[config.mk]
export PLATFORM = sky130hd
export DESIGN_NAME = neuron_mac_sequencer
export DESIGN_NICKNAME = d
export VERILOG_FILES = /design/src/rtl/neuron_pkg.sv /design/src/rtl/neuron_mac_sequencer_operand_reg.sv /design/src/rtl/neuron_mac_sequencer.sv
export SDC_FILE = /design/constraint.sdc
export NUM_CORES = 1
export LEC_CHECK = 0
export ABC_AREA = 0
export ABC_CLOCK_PERIOD_IN_PS = 6700
export CAP_MARGIN = 20
export CORE_ASPECT_RATIO = 2
export CORE_MARGIN = 1.5
export CORE_UTILIZATION = 62
export CTS_CLUSTER_DIAMETER = 200
export DETAILED_ROUTE_END_ITERATION = 10
export PLACE_DENSITY = 0.82
export SETUP_SLACK_MARGIN = 0.3
export SLEW_MARGIN = 20
export SYNTH_ARGS = -nofsm -noshare
export SYNTH_HDL_FRONTEND = slang
export SYNTH_SLANG_ARGS = --single-unit
export TNS_END_PERCENT = 100
[constraint.sdc]
create_clock -name CLK -period 6.7 [get_ports CLK]
set_input_delay 1.005 -clock CLK [delete_from_list [all_inputs] [get_ports CLK]]
set_output_delay 1.005 -clock CLK [all_outputs]
set_load 0.005 [all_outputs]
[src/rtl/neuron_pkg.sv]
// Shared types and default sizes for the neuron MAC sequencer.
package neuron_pkg;

  localparam int DEF_DATA_W = 8;
  localparam int DEF_ACC_W  = 20;
  localparam int Y_MAX      = (1 << (DEF_DATA_W - 1)) - 1;

  typedef enum logic [2:0] {
    IDLE = 3'd0,
    LOAD = 3'd1,
    MAC  = 3'd2,
    ACT  = 3'd3,
    DONE = 3'd4
  } state_e;

endpackage

[src/rtl/neuron_mac_sequencer_operand_reg.sv]
// Load-enabled operand register with synchronous active-high clear.
module operand_reg #(
  parameter int W = 8
) (
  input  logic         clk_i,
  input  logic         rst_i,
  input  logic         load_i,
  input  logic [W-1:0] d_i,
  output logic [W-1:0] q_o
);

  logic [W-1:0] q_q;

  // Capture the operand when loaded, otherwise hold it.
  always_ff @(posedge clk_i) begin
    if (rst_i) begin
      q_q <= '0;
    end else if (load_i) begin
      q_q <= d_i;
    end else begin
      q_q <= q_q;
    end
  end

  assign q_o = q_q;

endmodule

[src/rtl/neuron_mac_sequencer.sv]
// One neuron: streams in (x, w) pairs, multiply-accumulates them, adds a bias,
// applies ReLU with saturation and offers the result on a valid/ready output.
module neuron_mac_sequencer #(
  parameter int N_INPUTS = 4,
  parameter int DATA_W   = neuron_pkg::DEF_DATA_W,
  parameter int ACC_W    = neuron_pkg::DEF_ACC_W
) (
  input  logic              CLK,
  input  logic              reset,
  input  logic              start,
  input  logic [DATA_W-1:0] bias,
  input  logic              in_valid,
  output logic              in_ready,
  input  logic [DATA_W-1:0] x_in,
  input  logic [DATA_W-1:0] w_in,
  output logic              out_valid,
  input  logic              out_ready,
  output logic [DATA_W-1:0] y_out,
  output logic              busy
);

  import neuron_pkg::*;

  // Counter only needs to reach N_INPUTS-1; it is cleared on every start.
  localparam int CNT_W = (N_INPUTS > 1) ? $clog2(N_INPUTS) : 1;
  localparam logic [CNT_W-1:0]         CNT_LAST    = CNT_W'(N_INPUTS - 1);
  localparam logic signed [ACC_W-1:0]  Y_LIMIT_ACC = ACC_W'((1 << (DATA_W - 1)) - 1);
  localparam logic [DATA_W-1:0]        Y_LIMIT     = DATA_W'((1 << (DATA_W - 1)) - 1);

  state_e                   state_q, state_d;
  logic signed [ACC_W-1:0]  acc_q, acc_d;
  logic [CNT_W-1:0]         cnt_q, cnt_d;
  logic [DATA_W-1:0]        bias_q, bias_d;
  logic [DATA_W-1:0]        y_q, y_d;

  logic                     load_ops;
  logic [DATA_W-1:0]        x_q, w_q;
  logic signed [2*DATA_W-1:0] prod;
  logic signed [ACC_W-1:0]  sum_act;
  logic [DATA_W-1:0]        y_act;

  operand_reg #(.W(DATA_W)) u_x_reg (
    .clk_i  (CLK),
    .rst_i  (reset),
    .load_i (load_ops),
    .d_i    (x_in),
    .q_o    (x_q)
  );

  operand_reg #(.W(DATA_W)) u_w_reg (
    .clk_i  (CLK),
    .rst_i  (reset),
    .load_i (load_ops),
    .d_i    (w_in),
    .q_o    (w_q)
  );

  // Full-precision signed product and biased sum feeding the activation.
  always_comb begin
    prod    = signed'(x_q) * signed'(w_q);
    sum_act = acc_q + ACC_W'(signed'(bias_q));
  end

  // ReLU with saturation to the positive range of DATA_W.
  always_comb begin
    y_act = '0;
    if (sum_act[ACC_W-1]) begin
      y_act = '0;
    end else if (sum_act > Y_LIMIT_ACC) begin
      y_act = Y_LIMIT;
    end else begin
      y_act = sum_act[DATA_W-1:0];
    end
  end

  // Next-state and datapath update for the evaluation sequence.
  always_comb begin
    state_d  = state_q;
    acc_d    = acc_q;
    cnt_d    = cnt_q;
    bias_d   = bias_q;
    y_d      = y_q;
    load_ops = 1'b0;
    case (state_q)
      IDLE: begin
        if (start) begin
          acc_d   = '0;
          cnt_d   = '0;
          bias_d  = bias;
          state_d = LOAD;
        end else begin
          state_d = IDLE;
        end
      end
      LOAD: begin
        if (in_valid) begin
          load_ops = 1'b1;
          state_d  = MAC;
        end else begin
          state_d  = LOAD;
        end
      end
      MAC: begin
        acc_d = acc_q + ACC_W'(prod);
        cnt_d = cnt_q + CNT_W'(1);
        if (cnt_q == CNT_LAST) begin
          state_d = ACT;
        end else begin
          state_d = LOAD;
        end
      end
      ACT: begin
        y_d     = y_act;
        state_d = DONE;
      end
      DONE: begin
        if (out_ready) begin
          state_d = IDLE;
        end else begin
          state_d = DONE;
        end
      end
      default: begin
        state_d = IDLE;
      end
    endcase
  end

  // State and datapath registers; reset discards any partial evaluation.
  always_ff @(posedge CLK) begin
    if (reset) begin
      state_q <= IDLE;
      acc_q   <= '0;
      cnt_q   <= '0;
      bias_q  <= '0;
      y_q     <= '0;
    end else begin
      state_q <= state_d;
      acc_q   <= acc_d;
      cnt_q   <= cnt_d;
      bias_q  <= bias_d;
      y_q     <= y_d;
    end
  end

  assign in_ready  = (state_q == LOAD);
  assign out_valid = (state_q == DONE);
  assign busy      = (state_q != IDLE);
  assign y_out     = y_q;

endmodule
==> out/qor.yml, run 1 <==
run_status:
  run_status: "finished clean"
detailed_routing:
  remaining_drc_errors: 0
  dr.first_iter.drc_count: 209
  drt_first_pass_iters: 4
  route.antenna.remaining_nets: 0
  num_vias: 5589
  viasPerCell: 5.86
  route.detailed.wl_per_inst_um: 17.1
  postRouteWirelength_mm: 16.3
yosys:
  post_synth_edffs: 0
  async_reset_ff_share_pct: 0
  synthesis.area_um2: 6860
  postSynthAreaPerCell_um2: 8.77
  synthSimpleGateAreaFrac_pct: 19.0
  synth_fa_ha_area_share_pct: 38.0
  synth_compound_gate_area_share_pct: 15.0
  synth-seq-cells: 57
  synth_most_common_cell: "sky130_fd_sc_hd__inv_1"
  ys.flop_type: "sky130_fd_sc_hd__dfxtp_1"
  area_fraction_of_the_dominant_cell_type_after_synthesis_pct: 26.0
  synth_top_cells_by_count: "110 x sky130_fd_sc_hd__inv_1, 102 x sky130_fd_sc_hd__nand2_1, 89 x sky130_fd_sc_hd__fa_1"
  synth.net_count: 966
  netlist-cell-type-count: 67
  yosys_warnings: 0
  proportion_of_synthesized_area_in_mux_cells_pct: 0.602
  yosys-top-cells-area: "sky130_fd_sc_hd__fa_1 26%, sky130_fd_sc_hd__dfxtp_1 17%, sky130_fd_sc_hd__ha_1 12%"
  synth_xor_area_share_pct: 3.19
  largest_family_of_logic_cells_by_synthesized_area: "adder cells"
  yosysSeqAreaShare_pct: 16.6
  post_synth_inst_count: 782
  yosys.area.top_type: "sky130_fd_sc_hd__fa_1"
hold_path:
  hold_depth: 2
  hp-start: "bias_q[4]$_SDFFE_PP0P_"
  hold_end: "bias_q[4]$_SDFFE_PP0P_"
  min_path_type: "reg -> reg"
timing:
  relSlewSlack_pct: 47.4
  setup_viol: 0
  grt_setup_unrepaired: "false"
  worstMarginPinSlew_ps: 790
  finalWorstPathRequiredPeriod_ps: 5890
  drv_slew: 0
  hold_viol: 0
  setup-tns-final_ps: 0
  fmax_mhz: 170
  final.period_utilization_pct: 87.9
  clock-skew-final_ps: 8.02
  post-route-worst-setup-slack_ps: 814
clocking:
  postCtsResizedCells: 0
  cts_hold_buffers: 0
  cts_buffers: 9
  cts.sinks: 57
  cts_buffer_depth: 2
  worst_skew_pair.late_latency_ps: 340
  clock_tree.htree_level_count: 3
  clk_root_buffer_cell: "sky130_fd_sc_hd__clkbuf_16"
  cts.clk_slew.worst_paths_ps: 60
  postCtsSetupRepairBufs: 0
  tritoncts: "yes"
power_and_ir_drop:
  power.static_leakage_uw: 0.00370
  vdd_ir_drop_max_uv: 143
  power_per_cell_area_nw_per_um2: 134
placement:
  place_worst_setup_slack_ps: 875
  post-dp-hpwl_mm: 13.0
  placed_cell_count: 938
  globalplace.congestion: 0.908
  port_bufs: 39
global_routing:
  grt_pass1_vias: 5883
  grt_usage_pct: 29.6
  global_route_wire_length_before_repair_mm: 27.3
  grt_remaining_overflow: 0
  antenna_found_initial: 0
  grt_start_max_net_pins: 58
setup_path:
  critPathBufInv: 2
  worstRegToRegCells: 17
  worst-setup-path-type: "reg -> reg"
  path_cells: "and2_1 > inv_1 > fa_1 > inv_1 > fa_1 > fa_1 > fa_1 > fa_1 > ha_1 > o21a_1 > a21o_1 > a211o_1 > a41oi_1 > a21oi_1 > a31oi_1 > xnor2_1 > o31ai_1"
  crit_family: "adder cells"
  cp_data_arrival_time_ps: 6120
  timing.critical_path.depth: 17
  timing.critical_path.fanout_max: 13
  crit-reg2reg-capture: "acc_q[19]$_SDFFE_PP0P_"
  crit_required_ps: 6940
  critical-path-slowest-cell: "sky130_fd_sc_hd__and2_1"
  cpPeakStageDelay_ps: 640
  crit_top_cell: "sky130_fd_sc_hd__fa_1"
  crit_path_end_kind: "flop"
  regToRegStartpoint: "u_w_reg.q_o[0]$_SDFFE_PP0P_"
  worst-r2r-setup-slack_ps: 810
  start_kind: "flop"
die:
  floorplan.core_area_um2: 10800
  die_y_um: 152
  ios: 40
  die_width_um: 77.4
  design.die.area_um2: 11700
  start_util_pct: 63.4
  fp-row-count: 54
finish:
  antenna-diode-count: 0
  areaGrowthSynthToFinish_pct: 11.8
  nNetsFinal: 993
  utilization_pct: 70.9
  final-instance-count-excl-fill: 954
  layout-drive-gt1-share_pct: 4.91
flow_run:
  drv_cap: 0
report_power, final:
part,switching (uW),internal [uW]
Sequential,16.4,349
Combinational,86.2,68.8
Clock,169,335
Total,272,752
worst reg2reg max path, stage by stage, from the launching register on:
cell and delay, ps:
sky130_fd_sc_hd__dfxtp_1 490, sky130_fd_sc_hd__and2_1 640, sky130_fd_sc_hd__inv_1 150, sky130_fd_sc_hd__fa_1 540, sky130_fd_sc_hd__inv_1 50, sky130_fd_sc_hd__fa_1 520, sky130_fd_sc_hd__fa_1 440, sky130_fd_sc_hd__fa_1 580
sky130_fd_sc_hd__fa_1 450, sky130_fd_sc_hd__ha_1 340, sky130_fd_sc_hd__o21a_1 130, sky130_fd_sc_hd__a21o_1 190, sky130_fd_sc_hd__a211o_1 330, sky130_fd_sc_hd__a41oi_1 290, sky130_fd_sc_hd__a21oi_1 140, sky130_fd_sc_hd__a31oi_1 230
sky130_fd_sc_hd__xnor2_1 110, sky130_fd_sc_hd__o31ai_1 180
how the worst max path moves through the flow:
stage	from	to	slack [ps]
5_1_grt	u_w_reg.q_o[0]$_SDFFE_PP0P_	acc_q[19]$_SDFFE_PP0P_	450
6_report	u_w_reg.q_o[0]$_SDFFE_PP0P_	acc_q[19]$_SDFFE_PP0P_	810
4_1_cts	u_w_reg.q_o[0]$_SDFFE_PP0P_	acc_q[19]$_SDFFE_PP0P_	820
2_1_floorplan	u_w_reg.q_o[0]$_SDFFE_PP0P_	acc_q[19]$_SDFFE_PP0P_	1310
3_5_place_dp	u_w_reg.q_o[0]$_SDFFE_PP0P_	acc_q[19]$_SDFFE_PP0P_	870
3_3_place_gp	u_w_reg.q_o[0]$_SDFFE_PP0P_	acc_q[19]$_SDFFE_PP0P_	1050
per-stage QoR:
stage               area [um^2]  hold WS [ps]  total power, uW
floorplan                  6860           440              472
global placement           7340           448              519
detailed placement         7340           455              525
CTS                        7660           462             1020
global route               7660           479             1060
finish                     7660           462             1020
sequential cells by signal, indices dropped and copies added, names as in the netlist:
name and flops:
cnt_q 2, u_w_reg.q_o 8, u_x_reg.q_o 8, y_out 8
bias_q 8, state_q 3, acc_q 20
area by class of cell:
class                      count  area [um^2]
sequential                    57         1140
fill                         841         3150
timing repair buffer          43          415
multi-input combinational    588         5200
clock buffer                  11          243
inverter                     110          413
tap                          140          175
clock inverter                 5         78.8
logic make-up (layout without fill, tap and decap cells):
| family | after synthesis | count (layout) |
|---|---|---|
| simple gates | 252 | 252 |
| compound gates | 152 | 152 |
| xor+xnor | 25 | 25 |
| buf+inv | 137 | 169 |
| flops | 57 | 57 |
| fa+ha+maj | 155 | 155 |
| mux | 4 | 4 |
placed cells by master, fill, tap and decap left out, types with 3 or more instances in the layout:
cell type,synthesis,final
sky130_fd_sc_hd__a21o_1,5,5
sky130_fd_sc_hd__o21ai_0,14,14
sky130_fd_sc_hd__nand3_1,19,19
sky130_fd_sc_hd__nand3b_1,6,6
sky130_fd_sc_hd__a22oi_1,5,5
sky130_fd_sc_hd__fa_1,89,89
sky130_fd_sc_hd__o211ai_1,5,5
sky130_fd_sc_hd__nor3_1,11,11
sky130_fd_sc_hd__nor2_1,30,30
sky130_fd_sc_hd__buf_4,1,4
sky130_fd_sc_hd__a21oi_1,66,66
sky130_fd_sc_hd__nor2b_1,11,11
sky130_fd_sc_hd__and2_1,35,35
sky130_fd_sc_hd__a31oi_1,5,5
sky130_fd_sc_hd__a211oi_1,3,3
sky130_fd_sc_hd__clkbuf_16,0,9
sky130_fd_sc_hd__mux2i_1,3,3
sky130_fd_sc_hd__o21a_1,7,7
sky130_fd_sc_hd__nand4_1,3,3
sky130_fd_sc_hd__dfxtp_1,57,57
sky130_fd_sc_hd__xor2_1,3,3
sky130_fd_sc_hd__xnor2_1,22,22
sky130_fd_sc_hd__nor4_2,3,3
sky130_fd_sc_hd__nand2b_1,8,8
sky130_fd_sc_hd__and3_1,6,6
sky130_fd_sc_hd__inv_1,110,110
sky130_fd_sc_hd__a221oi_1,6,6
sky130_fd_sc_hd__clkdlybuf4s50_1,0,38
sky130_fd_sc_hd__ha_1,66,66
sky130_fd_sc_hd__nand2_1,102,102
sky130_fd_sc_hd__a211o_1,8,8
layer usage:
layer	global-route usage, %	share of wire (%)	vias to the layer above
li1	-	-	2660
met1	31.2	36	2747
met2	56.9	57	134
met3	4.01	2.8	48
met4	14.5	3.8	0
met5	0	0	-
(Power assumes the default switching activity.)
==> run 2: changes to the inputs <==
--- a/config.mk
+++ b/config.mk
@@ -10,12 +10,13 @@
 export CAP_MARGIN = 20
 export CORE_ASPECT_RATIO = 2
 export CORE_MARGIN = 1.5
-export CORE_UTILIZATION = 62
+export CORE_UTILIZATION = 63
+export CTS_BUF_LIST = sky130_fd_sc_hd__clkbuf_4 sky130_fd_sc_hd__clkbuf_8
 export CTS_CLUSTER_DIAMETER = 200
 export DETAILED_ROUTE_END_ITERATION = 10
-export PLACE_DENSITY = 0.82
+export PLACE_DENSITY = 0.84
 export SETUP_SLACK_MARGIN = 0.3
-export SLEW_MARGIN = 20
+export SLEW_MARGIN = 25
 export SYNTH_ARGS = -nofsm -noshare
 export SYNTH_HDL_FRONTEND = slang
 export SYNTH_SLANG_ARGS = --single-unit
==> out/qor.yml, run 2 (synthesis gave the netlist of run 1 again) <==
run_status:
  run_status: "finished clean"
setup_path:
  worstRegToRegCells: 17
  crit_path_end_kind: "flop"
  timing.critical_path.fanout_max: 13
  crit_path_from: "u_w_reg.q_o[0]$_SDFFE_PP0P_"
  worst-r2r-setup-slack_ps: 710
  crit_top_cell: "sky130_fd_sc_hd__fa_1"
  crit_end: "acc_q[19]$_SDFFE_PP0P_"
  path_cells: "and2_1 > inv_1 > fa_1 > inv_1 > fa_1 > fa_1 > fa_1 > fa_1 > ha_1 > o21a_1 > a21o_1 > a211o_1 > a41oi_1 > a21oi_1 > a31oi_1 > xnor2_1 > o31ai_1"
  timing.critical_path.depth: 17
  critPathBufInv: 2
  cpPeakStageDelay_ps: 640
  cp_data_arrival_time_ps: 6250
  crit_family: "adder cells"
  worst-setup-path-type: "reg -> reg"
  start_kind: "flop"
  crit_required_ps: 6960
  critical-path-slowest-cell: "sky130_fd_sc_hd__and2_1"
  crit-reg2reg-capture: "acc_q[19]$_SDFFE_PP0P_"
  regToRegStartpoint: "u_w_reg.q_o[0]$_SDFFE_PP0P_"
placement:
  post-dp-hpwl_mm: 13.1
  port_bufs: 39
  globalplace.congestion: 0.887
finish:
  areaGrowthSynthToFinish_pct: 10.2
  largest_register_ff_count: 20
  layout_commonest_cell: "sky130_fd_sc_hd__inv_1"
  antenna-diode-count: 0
  layout-drive-gt1-share_pct: 5.04
  layout_common_cells: "110 x sky130_fd_sc_hd__inv_1, 102 x sky130_fd_sc_hd__nand2_1, 89 x sky130_fd_sc_hd__fa_1"
  max_flop_register: "acc_q"
  nNetsFinal: 993
global_routing:
  grt_usage_pct: 30.0
  grt_remaining_overflow: 0
  antenna_found_initial: 0
  grt_pass1_vias: 5983
  global_route_wire_length_before_repair_mm: 27.5
  grt_start_max_net_pins: 58
die:
  fp-row-count: 53
  die_y_um: 151
  die_width_um: 76.8
  ios: 40
  start_util_pct: 65.0
  floorplan.core_area_um2: 10500
  design.die.area_um2: 11600
flow_run:
  drv_cap: 0
detailed_routing:
  route.detailed.wl_per_inst_um: 17.0
  remaining_drc_errors: 0
  viasPerCell: 5.83
  postRouteWirelength_mm: 16.2
  route.antenna.remaining_nets: 0
  num_vias: 5549
  dr.first_iter.drc_count: 335
  drt_first_pass_iters: 5
clocking:
  postCtsResizedCells: 0
  cts_buffers: 9
  cts.clk_slew.worst_paths_ps: 70
  cts_hold_buffers: 0
  clock_tree.htree_level_count: 3
  worst_skew_pair.late_latency_ps: 360
  cts.sinks: 57
  clk_root_buffer_cell: "sky130_fd_sc_hd__clkbuf_8"
  postCtsSetupRepairBufs: 0
  cts_buffer_depth: 2
  tritoncts: "yes"
timing:
  setup_viol: 0
  finalWorstPathRequiredPeriod_ps: 5990
  worstMarginPinSlew_ps: 799
  grt_setup_unrepaired: "false"
  setup-tns-final_ps: 0
  drv_slew: 0
  fmax_mhz: 167
  hold_viol: 0
  finalHoldWorstSlack_ps: 465
  clock-skew-final_ps: 14.8
  relSlewSlack_pct: 46.7
  final.period_utilization_pct: 89.4
hold_path:
  min_path_type: "reg -> reg"
power_and_ir_drop:
  vdd_ir_drop_max_uv: 113
  power.static_leakage_uw: 0.00365
  power_per_cell_area_nw_per_um2: 115
run 2: cell count changes in the layout (fill, tap and decap cells not counted), sizes merged:
cell	change
inv	+1
clkbuf	+1
bufinv	-1
clkinv	-1
run 2: final cells by class:
type	count	area, um^2
clock inverters	4	48.8
well taps	137	171
inverters	110	413
multi-input cells	588	5200
repair buffers	43	415
fillers	787	2990
flip-flops and latches	57	1140
clock buffers	12	165
run 2: through the flow:
stage / setup slack, ps / cells / power (uW) / util [%] / area [um^2]
global placement: 1070 / 935 / 519 / 69.6 / 7340
detailed placement: 829 / 935 / 525 / 69.6 / 7340
floorplan: 1310 / 782 / 472 / - / 6860
finish: 707 / 951 / 871 / 71.6 / 7550
CTS: 738 / 951 / 872 / 71.6 / 7550
global route: 366 / 951 / 905 / 71.6 / 7550
run 2: layer usage:
metal | part of all wire (%) | up-vias | routed length (um) | GRT usage [%]
li1 | - | 2652 | - | -
met1 | 37 | 2717 | 5920 | 32.1
met2 | 57 | 134 | 9200 | 57.5
met3 | 2.7 | 46 | 444 | 3.52
met4 | 3.7 | 0 | 598 | 13.9
met5 | 0 | - | 0 | 0
run 2: how the worst min path moves through the flow:
stage                                 from                endpoint  slack (ps)  depth (start not counted)
floorplan           bias_q[0]$_SDFFE_PP0P_  bias_q[0]$_SDFFE_PP0P_         440                          2
global placement    bias_q[4]$_SDFFE_PP0P_  bias_q[4]$_SDFFE_PP0P_         450                          2
detailed placement  bias_q[4]$_SDFFE_PP0P_  bias_q[4]$_SDFFE_PP0P_         460                          2
CTS                 bias_q[4]$_SDFFE_PP0P_  bias_q[4]$_SDFFE_PP0P_         470                          2
global route        bias_q[5]$_SDFFE_PP0P_  bias_q[5]$_SDFFE_PP0P_         480                          2
finish              bias_q[4]$_SDFFE_PP0P_  bias_q[4]$_SDFFE_PP0P_         460                          2
run 2: power breakdown:
part	total, uW	switching, uW	internal (uW)
sequential	365	16.7	348
clock	351	149	202
combinational	155	85.9	68.7
run 2: tightest hold or removal path, stage by stage, from the launching register on:
cell                      delay [ps]
sky130_fd_sc_hd__dfxtp_1         320
sky130_fd_sc_hd__nand2_1          50
sky130_fd_sc_hd__a21oi_1          50
